### config.mk
export PLATFORM = sky130hd
export DESIGN_NAME = led_flow_monitor
export DESIGN_NICKNAME = d
export VERILOG_FILES = /design/src/rtl/led_flow_monitor.sv
export SDC_FILE = /design/constraint.sdc
export NUM_CORES = 1
export LEC_CHECK = 0
export CAP_MARGIN = 0
export CELL_PAD_IN_SITES_DETAIL_PLACEMENT = 1
export CELL_PAD_IN_SITES_GLOBAL_PLACEMENT = 1
export CORE_MARGIN = 1.5
export CORE_UTILIZATION = 40
export DETAILED_ROUTE_END_ITERATION = 12
export GPL_TIMING_DRIVEN = 0
export PLACE_DENSITY = 0.74
export SLEW_MARGIN = 20
export SYNTH_ARGS = -nofsm -noshare
export SYNTH_HDL_FRONTEND = slang
export SYNTH_SLANG_ARGS = --single-unit
### constraint.sdc
create_clock -name CLK -period 5.3 [get_ports CLK]
set_input_delay 0.53 -clock CLK [delete_from_list [all_inputs] [get_ports CLK]]
set_output_delay 0.53 -clock CLK [all_outputs]
set_load 0.005 [all_outputs]
### src/rtl/led_flow_monitor.sv
// rtl/led_flow_monitor.sv - flowing-light LED bus monitor: locks onto the lit LED, tracks steps/direction, flags stalls and illegal moves
module led_flow_monitor #(
    parameter int STALL_MAX = 1000
) (
    input  logic        CLK,
    input  logic        reset,
    input  logic [15:0] led_in,
    input  logic        clear_err,
    output logic [3:0]  pos,
    output logic        valid,
    output logic        dir,
    output logic        rev,
    output logic [15:0] step_cnt,
    output logic        stall,
    output logic        err
);

    localparam int CW = (STALL_MAX < 1) ? 1 : $clog2(STALL_MAX + 1);
    localparam logic [CW-1:0] SMAX = CW'(STALL_MAX);

    typedef enum logic [1:0] {
        S_IDLE,
        S_LOCK,
        S_TRACK,
        S_ERROR
    } state_t;

    state_t        state_q, state_d;
    logic [15:0]   led_cur_q, led_cur_d;
    logic [15:0]   led_prev_q, led_prev_d;
    logic [3:0]    pos_q, pos_d;
    logic          dir_q, dir_d;
    logic          rev_q, rev_d;
    logic [15:0]   step_q, step_d;
    logic          stall_q, stall_d;
    logic [CW-1:0] scnt_q, scnt_d;

    logic [3:0]    idx;
    logic          legal;
    logic          evt;
    logic [3:0]    pos_up;
    logic [3:0]    pos_dn;
    logic          is_up;
    logic          is_dn;

    // Priority encoder is only meaningful when legal (exactly one bit set).
    always_comb begin
        idx = 4'd0;
        for (int i = 0; i < 16; i++) begin
            if (led_cur_q[i]) begin
                idx = 4'(i);
            end
        end
    end

    assign legal  = (led_cur_q != 16'd0) && ((led_cur_q & (led_cur_q - 16'd1)) == 16'd0);
    assign evt    = (led_cur_q != led_prev_q);
    assign pos_up = pos_q + 4'd1;
    assign pos_dn = pos_q - 4'd1;
    assign is_up  = legal && (idx == pos_up);
    assign is_dn  = legal && (idx == pos_dn);

    always_comb begin
        led_cur_d  = led_in;
        led_prev_d = led_cur_q;
        state_d    = state_q;
        pos_d      = pos_q;
        dir_d      = dir_q;
        rev_d      = 1'b0;
        step_d     = step_q;
        stall_d    = stall_q;
        scnt_d     = '0;

        case (state_q)
            S_IDLE: begin
                if (evt && legal) begin
                    state_d = S_LOCK;
                    pos_d   = idx;
                end
            end
            S_LOCK: begin
                if (evt) begin
                    if (is_up || is_dn) begin
                        state_d = S_TRACK;
                        pos_d   = idx;
                        dir_d   = is_dn;
                        step_d  = 16'd1;
                    end else begin
                        state_d = S_ERROR;
                    end
                end
            end
            S_TRACK: begin
                if (evt) begin
                    if (is_up || is_dn) begin
                        pos_d   = idx;
                        dir_d   = is_dn;
                        rev_d   = (is_dn != dir_q);
                        stall_d = 1'b0;
                        if (step_q != 16'hFFFF) begin
                            step_d = step_q + 16'd1;
                        end
                    end else begin
                        state_d = S_ERROR;
                    end
                end else begin
                    // Counter parks at the threshold so stall stays up until the next step.
                    scnt_d = (scnt_q == SMAX) ? scnt_q : scnt_q + CW'(1);
                    if (scnt_d == SMAX) begin
                        stall_d = 1'b1;
                    end
                end
            end
            S_ERROR: begin
                if (clear_err) begin
                    state_d = S_IDLE;
                    step_d  = 16'd0;
                    stall_d = 1'b0;
                end
            end
            default: begin
                state_d = S_IDLE;
            end
        endcase
    end

    always_ff @(posedge CLK or negedge reset) begin
        if (!reset) begin
            state_q    <= S_IDLE;
            led_cur_q  <= 16'd0;
            led_prev_q <= 16'd0;
            pos_q      <= 4'd0;
            dir_q      <= 1'b0;
            rev_q      <= 1'b0;
            step_q     <= 16'd0;
            stall_q    <= 1'b0;
            scnt_q     <= '0;
        end else begin
            state_q    <= state_d;
            led_cur_q  <= led_cur_d;
            led_prev_q <= led_prev_d;
            pos_q      <= pos_d;
            dir_q      <= dir_d;
            rev_q      <= rev_d;
            step_q     <= step_d;
            stall_q    <= stall_d;
            scnt_q     <= scnt_d;
        end
    end

    assign pos      = pos_q;
    assign valid    = (state_q == S_LOCK) || (state_q == S_TRACK);
    assign dir      = dir_q;
    assign rev      = rev_q;
    assign step_cnt = step_q;
    assign stall    = stall_q;
    assign err      = (state_q == S_ERROR);

endmodule
Yosys cells after proc, flatten, opt, wreduce, memory -nomap -nowiden
Index checks and enable logic that the tools add are counted.
{"block": "op_classes", "muxes": 44, "n_addsub": 5, "eq_ne": 22, "reduce_logical": 18, "n_bitwise": 1}
{"operator": "$mux W16", "n": 6}
{"operator": "$mux W4", "n": 16}
{"operator": "$pmux W16 S3", "n": 1}
{"operator": "$mux W10", "n": 3}
{"operator": "$eq A10 B10 Y1 const B", "n": 2}
{"operator": "$add A16 B1 Y16 const B", "n": 1}
{"operator": "$and A16 B16 Y16", "n": 1}
{"operator": "$logic_not A16 Y1", "n": 1}
{"operator": "$ne A16 B16 Y1", "n": 1}
{"operator": "$ne A16 B16 Y1 const B", "n": 1}
{"operator": "$ne A2 B2 Y1 const B", "n": 8}
{"operator": "$reduce_bool A16 Y1", "n": 1}
{"operator": "$sub A16 B1 Y16 const B", "n": 1}
{"operator": "$mux W2", "n": 6}
{"operator": "$add A10 B1 Y10 const B", "n": 1}
{"operator": "$mux W1", "n": 9}
{"operator": "$eq A4 B4 Y1", "n": 2}
{"operator": "$pmux W2 S4", "n": 1}
{"operator": "$pmux W4 S2", "n": 1}
{"operator": "$reduce_and A4 Y1", "n": 2}
{"operator": "$reduce_and A7 Y1", "n": 1}
{"operator": "$ne A3 B3 Y1 const B", "n": 2}
{"operator": "$reduce_and A5 Y1", "n": 1}
{"operator": "$add A4 B1 Y4 const B", "n": 1}
{"operator": "other kinds (13)", "n": 20}
{"block": "totals", "output_inout_bits": 25, "regBits": 67}

Longest topological paths before layout
Gate-level depths: netlist (run 1).
{"block": "logic_depth", "word_depth": 21, "depth_mapped": 12, "ltp_nobuf": 10}

Least setup slack after synthesis (run 1)
Ideal clock, no wire load.
{"block": "synth_timing", "kind": "register -> register", "start": "reg led_cur_q[11]", "end": "reg pos_q[1], in the netlist pos[1]", "t_arrival_ns": 2.970, "path_slack_ns": 2.205, "path_stages_with_launch": 9, "period_less_slack_ns": 3.095, "setup_time_ns": 0.125, "path_cell_list": "dfrtp_1 buf_6 or4_4 or4_4 a211o_4 nor4_2 o211ai_1 a21oi_2 mux2_2"}
{"block": "synth_between", "elab_chain_cells": 10}
{"item": "from (decl)", "line": "29", "source": "logic [15:0] led_cur_q, led_cur_d;"}
{"item": "from (signal assigned)", "line": "140", "source": "led_cur_q <= led_cur_d;"}
{"item": "parallel branches: the longest is 10 deep, another holds $sub A16 B1 Y16"}
{"item": "to (signal assigned)", "line": "142", "source": "pos_q <= pos_d;"}
{"item": "to (decl)", "line": "31", "source": "logic [3:0] pos_q, pos_d;"}
Parallel ways; which one is timed is not known. The select of a mux whose other input is x is not followed.
A chain may end at the register's enable or synchronous reset.

Final worst setup path (run 1)
{"block": "layout_timing", "start": "reg led_cur_q[7]", "end": "reg pos_q[2], in the netlist pos[2]"}
{"block": "layout_between", "elab_chain_cells": 14}
{"item": "$mux W4 (9 in series)", "line": "50", "source": "if (led_cur_q[i]) begin"}
{"item": "$eq A4 B4 Y1, on equally long branches", "line": "60, 61"}
{"item": "$logic_and A1 B1 Y1, on equally long branches", "line": "60, 61"}
{"item": "$logic_or A1 B1 Y1", "line": "83, 95"}
{"item": "$ne A2 B1 Y1 (no source line)"}
{"item": "$reduce_and A4 Y1 (no source line)"}
Several ways; a longest one is shown, not always the timed one. The select of a mux whose other input is x is not followed.

==> flow_summary.toml, run 1 <==
[floorplan]
die_area_sq_um = 9761
die_h_microns = 98.80
io-pin-count = 44
core-area_sq_um = 8806
rows = 34
start_util_pct = 41.69
die_w_microns = 98.80

[sta]
worst_hold_slack_ns = 0.09081
worstMarginPinSlew_ns = 0.8031
period_share_pct = 70.05
fmax_ghz = 0.2694
setup_violations = 0
skew_ns = 0.01154
layout_min_cycle_time_ns = 3.712
setup_slack_ns = 1.588
maxSlewViolCount = 0
hold_viol_final = 0
rsz0062_at_grt = "false"
setup_tns_ns = 0
slew_headroom_pct = 46.05

[synth]
yosysTopAreaCellShare_pct = 45.67
synth_nets = 403
yosysTopAreaCell = "dfrtp_1"
synthArstFlopShare_pct = 100.0
syn_avg_cell_area_sq_um = 9.816
synth-seq-cells = 67
synth-seq-area-share_pct = 45.67
synth-warning-count = 0
yosysUniqueCellTypes = 54
synthesis.area_sq_um = 3671
synth_edf_count = 0
ys_top_cells_by_count = "67 x dfrtp_1, 32 x nor2_1, 23 x nand2_1, 22 x o21ai_0, 22 x xor2_1"
synthFlopType = "dfrtp_1"
synthTopCellsByArea = "dfrtp_1 46%, xor2_1 5.2%, ha_1 3.4%"
syn_inst = 374
synth_most_common_cell = "dfrtp_1"

[grt]
grt_pass1_vias = 3134
grt_use_total_pct = 19.36
grt_max_degree = 44
grt_first_pass_wirelength_microns = 15180
grt_antenna_before_repair = 0
grt_overflow_total = 0

[worst_setup_path]
startpoint_type = "flop"
crit_arrival_ns = 3.94
cp_max_fo = 7
required_ns = 5.53
worstRegToRegCells = 8
crit_type = "reg2reg"
endpoint_kind = "flop"

[clocking]
cts_tree = "yes"
clk_pin_slew_ns = 0.09
cts_resized = 0
numCtsBuffers = 9
root_buffer = "clkbuf_8"
clk_path_buf_depth = 2
post_cts_buffers = 0
cts_num_sinks = 67
clock_latency_ns = 0.35
htreeDepth = 3
hold_buffers = 0

[status]
status = "complete, but fails checks"
violations = "DRC"

[routing]
wl_per_cell_microns = 16.23
route.detailed.drc = 4
wl_microns = 8794
dr.pass1.iters = 8
final_antenna_net_count = 0
vias = 3049
vias_per_cell = 5.625
drt_iter0_markers = 82

[place]
place_hpwl_microns = 6418
gp_congestion = 0.7937
dp_slack_ns = 1.666
port_buffers = 43

[layout]
antenna_cells = 0
drive_gt1_share_pct = 9.217
area_growth_pct = 22.15
nets = 458
utilization_pct = 50.92

[power]
ir_worst_vdd_mv = 0.1735
powerDensity_nw_per_um2 = 374.1
p_leak_nw = 1.754

[hold_path]
hold_path_class = "in2async"

[run]
max_cap_viol_count = 0
[kinds of logic after synthesis]
family / count (synthesis) / share of synthesized area, %
AND/OR/NAND/NOR: 144 / 21.13
adder cells (fa/ha/maj): 11 / 3.681
multiplexers: 8 / 2.454
AO/OA/AOI/OAI: 73 / 14.66
buffers and inverters: 38 / 4.533
XOR/XNOR: 33 / 7.873
flip-flops: 67 / 45.67
[worst paths after layout]
path / start / to / slack, ns
setup / recovery: led_cur_q[7] / pos[2] / 1.59
hold / removal: reset / pos[1] / 0.09
hold reg to reg: led_cur_q[10] / led_prev_q[10] / 0.38
setup reg to reg: led_cur_q[7] / pos[2] / 1.59
min in group CLK: led_cur_q[10] / led_prev_q[10] / 0.38
max in group asynchronous: reset / pos[2] / 4.68
[where the power goes]
group / internal [W] / total (W) / switching (W)
Clock: 0.000274 / 0.000497 / 0.000223
Sequential: 0.000550 / 0.000599 / 0.0000489
Combinational: 0.000261 / 0.000581 / 0.000319
[layout by cell type (no fill, tap or decap), types with 7 or more instances in the layout]
cell type / instances
dfrtp_1: 67
clkdlybuf4s50_1: 42
nor2_1: 32
nand2_1: 23
xor2_1: 22
o21ai_0: 22
inv_1: 20
nand3_1: 18
clkbuf_1: 14
nor4_1: 12
nor3_1: 12
o22a_1: 12
xnor2_1: 11
ha_1: 10
clkbuf_8: 9
and3_1: 8
nand4_1: 7
[per-stage QoR]
step,std cells,cell area [sq um],total power (W)
finish,542,4484,0.001677
global route,542,4484,0.001777
CTS,542,4484,0.001695
detailed placement,526,4254,0.001187
global placement,525,4237,0.001167
floorplan,374,3671,0.0009824
[sequential cells by signal, indices dropped and copies added (netlist names)]
signal,count
led_cur_q,16
step_cnt,16
led_prev_q,16
pos,4
scnt_q,10
stall,1
rev,1
state_q,2
dir,1
[worst max-delay path, stage by stage, from the launching register on]
cell,delay [ns]
dfrtp_1,0.48
or4_1,0.64
a21bo_2,0.28
xor2_1,0.30
xor2_1,0.12
nor3_1,0.67
o211ai_1,0.33
a21oi_2,0.39
mux2_2,0.38
[metal layers]
metal	up-vias	GRT usage (%)	wire, microns	part of all wire (%)
li1	1458	-	-	-
met1	1520	23.85	3925	45
met2	57	34.06	4454	51
met3	14	3.688	242	2.8
met4	0	6.484	172	2.0
met5	-	0	0	0
[layout make-up]
| class | instances | area, sq um |
|---|---|---|
| multi-input combinational | 269 | 1828 |
| sequential | 67 | 1677 |
| fill | 1004 | 4322 |
| timing repair buffer | 44 | 447.9 |
| buffer | 18 | 91.34 |
| tap | 108 | 135.1 |
| clock buffer | 9 | 123.9 |
| clock inverter | 7 | 106.4 |
| inverter | 20 | 75.07 |
Power figures use the tool's default switching activity.
==> run 2, diff against run 1 <==
CORE_UTILIZATION = 39   (was 40)
PLACE_DENSITY = 0.76   (was 0.74)
clock period = 3 ns   (was 5.3 ns; I/O delays follow)
==> flow_summary.toml, run 2 (same netlist as run 1, synthesis figures left out) <==
[status]
status = "complete, but fails checks"
violations = "setup timing"

[layout]
layout_common_cells = "60 x dfrtp_1, 42 x clkdlybuf4s50_1, 29 x nor2_1"
drive_gt1_share_pct = 22.75
area_growth_pct = 36.74
antenna_cells = 0
final_cells = 577
final_common_cell = "dfrtp_1"
nets = 490
fin_area_sq_um = 5020

[place]
placed_cells_incl_taps = 529
gp_congestion = 0.8325
place_hpwl_microns = 6694
dpl_cell_area_sq_um = 4287
port_buffers = 43

[worst_setup_path]
crit_type = "reg2reg"
crit_path_max_incr_delay_ns = 0.56
required_ns = 3.21
cp-startpoint = "led_cur_q[11]"
endpoint_kind = "flop"
reg2reg_slack_ns = -0.20
worstRegToRegCells = 10
crit_arrival_ns = 3.41
cpMaxStageDelayCell = "or4_4"
reg2reg_to = "step_cnt[10]"
cp_max_fo = 3
path_cells = "or4_4 > or4_4 > a211o_4 > nor4_4 > buf_4 > buf_4 > buf_4 > o2111ai_1 > a2bb2oi_1 > o22ai_2"
r2r_start = "led_cur_q[11]"
startpoint_type = "flop"
critPathMostFrequentCell = "buf_4"

[sta]
hold_viol_final = 0
worstMarginPinSlew_ns = 0.6160
maxSlewViolCount = 0
skew_ns = 0.01115
period_share_pct = 106.8
setup_tns_ns = -2.746
setup_violations = 22
fmax_ghz = 0.3121
slew_headroom_pct = 58.55
layout_min_cycle_time_ns = 3.204
setup_slack_ns = -0.2040
rsz0062_at_grt = "true"

[hold_path]
min-delay-start = "led_in[7]"
min_path_cells = 1
hold_path_class = "in2reg"
hold_end = "led_cur_q[7]"

[grt]
grt_use_total_pct = 21.33
grt_max_degree = 38
grt_pass1_vias = 3366
grt_antenna_before_repair = 0
grt_overflow_total = 0
grt_first_pass_wirelength_microns = 16500

[floorplan]
die_w_microns = 100.0
io-pin-count = 44
rows = 35
die_area_sq_um = 10000
die_h_microns = 100.0
core-area_sq_um = 9196
start_util_pct = 39.92

[routing]
vias_per_cell = 5.640
wl_per_cell_microns = 18.55
dr.pass1.iters = 4
wl_microns = 10700
drt_iter0_markers = 154
vias = 3254
route.detailed.drc = 0
final_antenna_net_count = 0

[clocking]
clk_pin_slew_ns = 0.08
numCtsBuffers = 9
clock_latency_ns = 0.36
root_buffer = "clkbuf_8"
htreeDepth = 3
clk_path_buf_depth = 2
cts_tree = "yes"
cts_num_sinks = 67

[power]
ir_worst_vdd_mv = 0.3231
p_leak_nw = 2.001
powerDensity_nw_per_um2 = 666.1

[run]
max_cap_viol_count = 0
==> run 2: cell types whose count changed in the layout (fill, tap and decap cells not counted), sizes merged <==
cell,previous run,this run
clkbuf,23,19
bufinv,2,1
clkinvlp,0,2
clkinv,1,3
dlygate4sd3,0,1
buf,6,41
inv,24,21
==> run 2: worst max path at each step <==
stage                   endpoint  slack [ns]  cells past startpoint
floorplan            step_cnt[0]       0.005                      9
CTS                  step_cnt[3]       -0.12                      9
finish              step_cnt[10]       -0.20                     10
global route        step_cnt[14]       -0.30                     10
detailed placement        pos[3]       -0.74                      8
global placement          pos[2]       -0.62                      1
==> run 2: area by class of cell <==
type,instances,area (sq um)
clock inverter,7,76.32
timing repair buffer,82,798.3
clock buffer,9,123.9
fill,1026,4177
inverter,20,75.07
multi-input combinational,269,2058
tap,111,138.9
sequential,67,1685
buffer,12,63.81
==> run 2: per-stage QoR <==
stage,total power [W],util (%),setup WS (ns),hold WS [ns]
6_report,0.003343,54.58,-0.2040,0.3685
2_1_floorplan,0.001761,-,0.004674,0.004409
5_1_grt,0.003516,54.58,-0.3031,0.3539
3_5_place_dp,0.002134,46.61,-0.7381,0.2671
3_3_place_gp,0.002084,46.42,-0.6233,0.3572
4_1_cts,0.003205,51.78,-0.1242,0.3547
==> run 2: where the power goes <==
part / internal (W) / total [W] / leakage, nW / switching, W
combinational: 0.000701 / 0.00150 / 1.08 / 0.000801
clock: 0.000387 / 0.000778 / 0.0958 / 0.000390
sequential: 0.000974 / 0.00106 / 0.830 / 0.0000904
total: 0.00206 / 0.00334 / 2.00 / 0.00128
==> run 2: what timing repair did <==
item | in CTS | in global routing
gates resized for setup | 27 | 30
hold endpoints to repair | 30 | 0
hold buffers | 1 | 0
cloned | 2 | 0
buffers inserted | 20 | 15
pin swaps | 16 | 17
setup endpoints to repair | 25 | 24
==> run 2: critical path, delay by kind of cell (launching register included) <==
family,cells,cell delay (ns)
AND/OR/NAND/NOR,3,1.37
AO/OA/AOI/OAI,4,0.95
flip-flops,1,0.42
buffers and inverters,3,0.33
==> run 2: layer usage <==
| layer | vias to the layer above | part of all wire (%) | track usage [%] |
|---|---|---|---|
| met5 | - | 0 | 0 |
| met1 | 1655 | 43 | 25.70 |
| li1 | 1522 | - | - |
| met2 | 54 | 52 | 37.73 |
| met4 | 0 | 2.4 | 8.017 |
| met3 | 23 | 2.4 | 4.178 |
